$ cat src/rtl/mem_arb_pkg.sv
// Shared types and default sizing for the unified instruction/data memory arbiter.
package mem_arb_pkg;

  localparam int ADDR_W_DEF  = 32;
  localparam int DATA_W_DEF  = 32;
  localparam int TIMEOUT_DEF = 255;
  localparam int WDOG_W      = 8;

  typedef enum logic [1:0] {
    IDLE  = 2'd0,
    DATA  = 2'd1,
    FETCH = 2'd2
  } arb_state_e;

endpackage

$ cat src/rtl/mem_arb_watchdog.sv
// Counts wait cycles of the in-flight memory transaction and flags a bus timeout.
module mem_arb_watchdog
  import mem_arb_pkg::*;
#(
  parameter int TIMEOUT = TIMEOUT_DEF
) (
  input  logic clk,
  input  logic rst,
  input  logic start,
  input  logic ack,
  input  logic busy,
  output logic expire,
  output logic err
);

  localparam logic [WDOG_W-1:0] LIMIT = WDOG_W'(TIMEOUT);

  logic [WDOG_W-1:0] cnt_q, cnt_d;
  logic              err_q, err_d;

  always_comb begin
    expire = busy & ~ack & (cnt_q == LIMIT);
    cnt_d  = cnt_q;
    if (start) begin
      cnt_d = '0;
    end else if (busy && !ack && (cnt_q != LIMIT)) begin
      cnt_d = cnt_q + 1'b1;
    end
    // Sticky until reset so software can see that a transaction was abandoned.
    err_d = err_q | expire;
  end

  always_ff @(posedge clk or posedge rst) begin
    if (rst) begin
      cnt_q <= '0;
      err_q <= 1'b0;
    end else begin
      cnt_q <= cnt_d;
      err_q <= err_d;
    end
  end

  assign err = err_q;

endmodule

$ cat src/rtl/unified_mem_arbiter.sv
// Serializes IF-stage fetches and MEM-stage loads/stores onto one memory port,
// data first, and stalls the pipeline until every access of the cycle is done.
module unified_mem_arbiter
  import mem_arb_pkg::*;
#(
  parameter int ADDR_W  = ADDR_W_DEF,
  parameter int DATA_W  = DATA_W_DEF,
  parameter int TIMEOUT = TIMEOUT_DEF
) (
  input  logic              clk,
  input  logic              rst,
  input  logic              ifReq,
  input  logic [ADDR_W-1:0] ifAddr,
  output logic [DATA_W-1:0] ifData,
  input  logic              memRead,
  input  logic              memWrite,
  input  logic [ADDR_W-1:0] dAddr,
  input  logic [DATA_W-1:0] dWData,
  output logic [DATA_W-1:0] dRData,
  output logic              stall,
  output logic              mReq,
  output logic              mWe,
  output logic [ADDR_W-1:0] mAddr,
  output logic [DATA_W-1:0] mWData,
  input  logic [DATA_W-1:0] mRData,
  input  logic              mAck,
  output logic              busErr
);

  arb_state_e        state_q, state_d;
  logic              mreq_q, mreq_d;
  logic              mwe_q, mwe_d;
  logic [ADDR_W-1:0] maddr_q, maddr_d;
  logic [DATA_W-1:0] mwdata_q, mwdata_d;
  logic [DATA_W-1:0] ifdata_q, ifdata_d;
  logic [DATA_W-1:0] drdata_q, drdata_d;
  logic              dflag_q, dflag_d;
  logic              fflag_q, fflag_d;

  logic dPend, dNeed, fNeed, advance;
  logic busy, ackV, wdStart, wdExpire;
  logic dSet, fSet;

  mem_arb_watchdog #(
    .TIMEOUT(TIMEOUT)
  ) u_wdog (
    .clk   (clk),
    .rst   (rst),
    .start (wdStart),
    .ack   (ackV),
    .busy  (busy),
    .expire(wdExpire),
    .err   (busErr)
  );

  always_comb begin
    dPend   = memRead | memWrite;
    dNeed   = dPend & ~dflag_q;
    fNeed   = ifReq & ~fflag_q;
    stall   = dNeed | fNeed;
    advance = ~stall;
    busy    = (state_q != IDLE);
    // An acknowledge only counts while a request is actually outstanding.
    ackV    = mAck & mreq_q & busy;
  end

  always_comb begin
    state_d  = state_q;
    mreq_d   = mreq_q;
    mwe_d    = mwe_q;
    maddr_d  = maddr_q;
    mwdata_d = mwdata_q;
    ifdata_d = ifdata_q;
    drdata_d = drdata_q;
    wdStart  = 1'b0;
    dSet     = 1'b0;
    fSet     = 1'b0;

    case (state_q)
      IDLE: begin
        if (dNeed) begin
          state_d  = DATA;
          mreq_d   = 1'b1;
          mwe_d    = memWrite;
          maddr_d  = dAddr;
          mwdata_d = dWData;
          wdStart  = 1'b1;
        end else if (fNeed) begin
          state_d = FETCH;
          mreq_d  = 1'b1;
          mwe_d   = 1'b0;
          maddr_d = ifAddr;
          wdStart = 1'b1;
        end
      end

      DATA: begin
        if (ackV) begin
          // A requester that went away mid-flight gets neither data nor a done flag.
          if (dPend) begin
            dSet = 1'b1;
            if (!mwe_q) drdata_d = mRData;
          end
          if (fNeed) begin
            state_d = FETCH;
            mreq_d  = 1'b1;
            mwe_d   = 1'b0;
            maddr_d = ifAddr;
            wdStart = 1'b1;
          end else begin
            state_d = IDLE;
            mreq_d  = 1'b0;
            mwe_d   = 1'b0;
          end
        end else if (wdExpire) begin
          dSet    = 1'b1;
          state_d = IDLE;
          mreq_d  = 1'b0;
          mwe_d   = 1'b0;
        end
      end

      FETCH: begin
        if (ackV) begin
          if (ifReq) begin
            fSet     = 1'b1;
            ifdata_d = mRData;
          end
          state_d = IDLE;
          mreq_d  = 1'b0;
        end else if (wdExpire) begin
          fSet    = 1'b1;
          state_d = IDLE;
          mreq_d  = 1'b0;
        end
      end

      default: begin
        state_d = IDLE;
        mreq_d  = 1'b0;
        mwe_d   = 1'b0;
      end
    endcase

    // Flags live for exactly one pipeline step: cleared on the edge the pipeline moves.
    dflag_d = advance ? 1'b0 : (dflag_q | dSet);
    fflag_d = advance ? 1'b0 : (fflag_q | fSet);
  end

  always_ff @(posedge clk or posedge rst) begin
    if (rst) begin
      state_q  <= IDLE;
      mreq_q   <= 1'b0;
      mwe_q    <= 1'b0;
      maddr_q  <= '0;
      mwdata_q <= '0;
      ifdata_q <= '0;
      drdata_q <= '0;
      dflag_q  <= 1'b0;
      fflag_q  <= 1'b0;
    end else begin
      state_q  <= state_d;
      mreq_q   <= mreq_d;
      mwe_q    <= mwe_d;
      maddr_q  <= maddr_d;
      mwdata_q <= mwdata_d;
      ifdata_q <= ifdata_d;
      drdata_q <= drdata_d;
      dflag_q  <= dflag_d;
      fflag_q  <= fflag_d;
    end
  end

  assign mReq   = mreq_q;
  assign mWe    = mwe_q;
  assign mAddr  = maddr_q;
  assign mWData = mwdata_q;
  assign ifData = ifdata_q;
  assign dRData = drdata_q;

endmodule

$ cat config.mk
export PLATFORM = sky130hd
export DESIGN_NAME = unified_mem_arbiter
export DESIGN_NICKNAME = d
export VERILOG_FILES = /design/src/rtl/mem_arb_pkg.sv /design/src/rtl/mem_arb_watchdog.sv /design/src/rtl/unified_mem_arbiter.sv
export SDC_FILE = /design/constraint.sdc
export NUM_CORES = 1
export LEC_CHECK = 0
export CAP_MARGIN = 10
export CORE_MARGIN = 2
export CORE_UTILIZATION = 42
export CTS_CLUSTER_SIZE = 28
export DETAILED_ROUTE_END_ITERATION = 8
export PLACE_DENSITY = 0.81
export SYNTH_ARGS = -nofsm -noshare
export SYNTH_HDL_FRONTEND = slang
export SYNTH_SLANG_ARGS = --single-unit
$ cat constraint.sdc
create_clock -name clk -period 7 [get_ports clk]
set_clock_uncertainty 0.15 [all_clocks]
set_input_delay 1.4 -clock clk [delete_from_list [all_inputs] [get_ports clk]]
set_output_delay 1.4 -clock clk [all_outputs]
set_load 0.03 [all_outputs]
* Yosys cells after proc, flatten, opt, wreduce, memory -nomap -nowiden
Cells that the tools add are included.
Cells by class: add/sub/neg operators 1, equality and inequality tests 7, multiplexer cells 37, bitwise logic cells 16, reduce and logical (&&, ||, !) cells 12
Operator list (number):
- 2-to-1 mux 32 bit | 3
- one-hot mux 32 bit (2 select lines) | 1
- 2-to-1 mux 1 bit | 21
- 2-to-1 mux 8 bit | 2
- 2-to-1 mux 2 bit | 6
- adder 8 x 1 -> 8 bit (second input constant) | 1
- == test 8 bit (second input constant) | 1
- inequality test 8 bit (second input constant) | 1
- AND 1 bit | 6
- one-hot mux 1 bit (3 select lines) | 2
- one-hot mux 2 bit (3 select lines) | 1
- AND reduction 3 bit | 2
- nonzero test 2 bit | 3
- NOT 1 bit | 5
- bitwise OR 1 bit | 5
- AND reduction 2 bit | 2
- AND reduction 4 bit | 1
- inequality test 3 x 1 -> 1 bit (second input constant) | 1
- inequality test 3 bit (second input constant) | 1
- == test 2 x 1 -> 1 bit (second input constant) | 1
- == test 2 bit (second input constant) | 1
- logical AND 1 bit | 2
- zero test 2 bit | 1
- inequality test 2 x 1 -> 1 bit (second input constant) | 1
- 2 further kinds | 2
Word-level totals: flip-flop bits (word level) 143, word-level logic and storage cells 84

* Depth between registers and ports, before layout
word-level depth 10, gate-level depth with buffers 7, depth with buffers taken out 5

* Cells and area by module
From an unflattened synthesis, not the netlist that was laid out.
Second synthesis, totals: cells, all modules 418, area, all modules 5893.2 µm²
By module, submodules not included:
- unified_mem_arbiter | instances 1, cells an instance 364, area an instance 5346.4 µm², seq. area each 3353.2 µm²
- mem_arb_watchdog | instances 1, cells an instance 54, area an instance 546.8 µm², seq. area each 225.2 µm²

* Least setup slack after synthesis
OpenSTA, ideal clock, no wires.
path kind input -> output, start point input port ifReq, end point output port stall, data arrival time 1.778 ns, slack 3.672 ns, stages 2, path buffers 0, cells stage by stage nand2b_1 > nand2_1
Between the ends: cells in the longest elaborated chain, start to end 2
RTL lines:
- start, declared | RTL line unified_mem_arbiter.sv:12 | input logic ifReq,
- AND 1 bit | RTL line unified_mem_arbiter.sv:59 | fNeed = ifReq & ~fflag_q;
- bitwise OR 1 bit | RTL line unified_mem_arbiter.sv:60 | stall = dNeed | fNeed;
- end, declared | RTL line unified_mem_arbiter.sv:20 | output logic stall,
Every way passes these cells.

* Worst setup path in the final report
Same ends and word-level chain as after synthesis.

==> flow_summary.toml <==
[detailed_routing]
vias = 4480
vias_per_cell = 5.215
wl_per_cell_um = 18.16
dr.pass1.iters = 4
drc = 0
routed_wl_um = 15600
drt_iter0_drc = 274
antenna_left = 0

[global_routing]
grt_pass1_wl_um = 24210
antenna_found_initial = 0
grt.total_usage_pct = 20.92
overflow = 0
grt_max_degree = 73
grt_pass1_vias = 4825

[run]
drv_cap = 0

[critical_path]
timing.critical_path.buf_inv = 2
r2r_start = "state_q[0]"
endpoint_kind = "primary output"
crit_start = "ifReq"
critical_path_class = "in -> out"
worst_path_max_delay_cell = "clkdlybuf4s50_1"
crit_family = "buffers and inverters"
crit_chain = "clkdlybuf4s50_1, nand2b_1, nand2_1, clkdlybuf4s50_1"
reg2reg_setup_slack_ns = 4.17
required_ns = 5.45
crit_path_frequent_cell = "clkdlybuf4s50_1"
cp-start-kind = "primary input"
r2r_cells = 4
cp.depth = 4
slowest_delay_ns = 0.67
arrival_ns = 2.86
critPathMaxFanout = 4

[place]
dp_slack_ns = 2.609
hpwl_um = 10830
port_buffers = 265
place.gp.congestion = 0.8052

[cts]
tritoncts = "yes"
clock_sinks = 143
postCtsSetupRepairBufs = 0
cts_buffers = 17
clock_tree.root_cell = "clkbuf_16"
clk_latency_ns = 0.41
clk_path_buf_depth = 2
h-tree-depth = 4
cts_resized = 0
postCtsHoldBufs = 0
clkTransAtPathRegs_ns = 0.05

[sta]
fin_ws_ns = 2.595
hold_violations = 0
fin_crit_sh_pct = 62.93
finalCriticalPeriod_ns = 4.405
slew_headroom_pct = 24.40
setup_viol = 0
slew_viol_final = 0
rsz0062_at_grt = "no"
fmax_mhz = 227.0
tightestPinTransition_ns = 1.134
finalSetupTns_ns = 0

[worst_hold_path]
min_path_type = "reg -> reg"
hold_depth = 1
min_from = "u_wdog.err"

[synthesis]
synthArstFlopShare_pct = 100.0
syn-cell-area_mm2 = 0.005869
synth_nets = 540
synth-edff-count = 0
synth_area_per_cell_um2 = 14.49
ys_types = 48
yosysWarnings = 0
synth-main-ff-cell = "dfrtp_1"
ys_seq_elements = 143
yosysSeqAreaShare_pct = 60.97
synth_cells = 405

[final_layout]
fill_cells = 1058
register_area_mm2 = 0.003578
area_growth_pct = 56.85
multiInputGateArea_mm2 = 0.002081
nNetsFinal = 802
drive_gt1_share_pct = 21.21
antenna_cells = 0

[floorplanning]
dieWidth_um = 122.2
die-area_mm2 = 0.01494
dieHeight_um = 122.2
rows = 43
start_util_pct = 42.61
pin_count = 266
core_area_mm2 = 0.01377

[run_status]
status = "completed"

[power_and_ir_drop]
irDropWorstVdd_v = 0.0002893
pwr_density_cell_mw_per_mm2 = 530.6
leakagePower_nw = 3.846
-- through the flow --
step	cell area [um^2]	hold slack, ns	instances	total power, mW	util [%]
finish	9206	0.3274	859	4.885	66.84
global route	9206	0.3500	859	5.107	66.84
CTS	9191	0.3329	858	4.919	66.73
detailed placement	8591	0.3190	827	3.984	62.37
global placement	8591	0.3083	827	3.910	62.37
floorplan	5869	0.2884	405	3.001	-
-- layout by cell type (no fill, tap or decap), types with 2 or more instances in the layout --
master	netlist	routed
a2bb2oi_1	30	30
mux2i_1	2	2
bufinv_16	0	2
a32o_1	2	2
xor2_1	2	2
clkinvlp_4	0	3
a21o_1	3	3
nand3_1	4	4
mux2_2	95	95
clkinv_2	0	3
a211oi_1	3	3
nand4_1	2	2
nor3_1	3	3
a21oi_1	3	3
nand2_1	7	7
buf_4	0	5
and3_1	2	2
clkbuf_8	0	5
a2bb2oi_2	2	2
dfrtp_1	143	143
o22ai_1	33	33
inv_6	0	2
clkdlybuf4s50_1	0	265
inv_1	3	2
a22oi_1	2	2
clkbuf_16	0	17
nor2_1	9	9
o21ai_0	2	2
-- kinds of logic after synthesis --
group,Yosys count,synth area share [%]
adder cells (fa/ha/maj),1,0.2131
AND/OR/NAND/NOR,37,3.603
buffers and inverters,31,3.645
AO/OA/AOI/OAI,92,12.36
flip-flops,143,60.97
multiplexers,98,18.76
XOR/XNOR,3,0.4477
-- routing by layer --
| metal | track usage, % | wire length, um | vias to the layer above |
|---|---|---|---|
| met5 | 0 | 0 | - |
| met4 | 8.980 | 351 | 0 |
| met3 | 7.342 | 1348 | 30 |
| met2 | 35.97 | 8013 | 181 |
| met1 | 23.54 | 5887 | 2228 |
| li1 | - | - | 2041 |
-- flip-flops by register name (all words and copies together) (netlist names) --
register and cells:
dRData 32, dflag_q 1, fflag_q 1, ifData 32, mAddr 32, mReq 1
mWData 32, mWe 1, state_q 2, u_wdog.cnt_q 8, u_wdog.err 1
-- area by class of cell --
cell class / count / area share [%]
Sequential cell: 143 / 38.87
Timing Repair Buffer: 271 / 29.38
Multi-Input combinational cell: 231 / 22.60
Clock buffer: 22 / 5.368
Tap cell: 180 / 2.446
Clock inverter: 9 / 1.155
Inverter: 3 / 0.1767
-- path summary, 6_finish.rpt --
kind | end
max | stall
min | u_wdog.err
max reg2reg | u_wdog.cnt_q[7]
min reg2reg | u_wdog.err
max in group asynchronous | mWData[10]
min in group asynchronous | dRData[9]
-- synthesized netlist by cell type (all sizes together), types with 3 or more instances --
library cell / number / area share, %
buf: 18 / 2.8
nor2: 9 / 0.58
o22ai: 33 / 3.5
clkbuf: 10 / 0.64
a211oi: 3 / 0.38
a21oi: 4 / 0.40
dfrtp: 143 / 61
inv: 3 / 0.19
nand2: 8 / 0.55
nor3: 3 / 0.26
nand3: 4 / 0.34
a2bb2oi: 32 / 5.0
mux2: 96 / 18
o21ai: 3 / 0.26
a21o: 3 / 0.38
-- report_power, final --
group          switching [mW]  internal (mW)  total (mW)
Combinational            1.36           1.17        2.53
Clock                   0.339          0.569       0.908
Sequential              0.229           1.22        1.45
Total                    1.93           2.96        4.89
No activity file was read; power rests on OpenSTA's default activity.
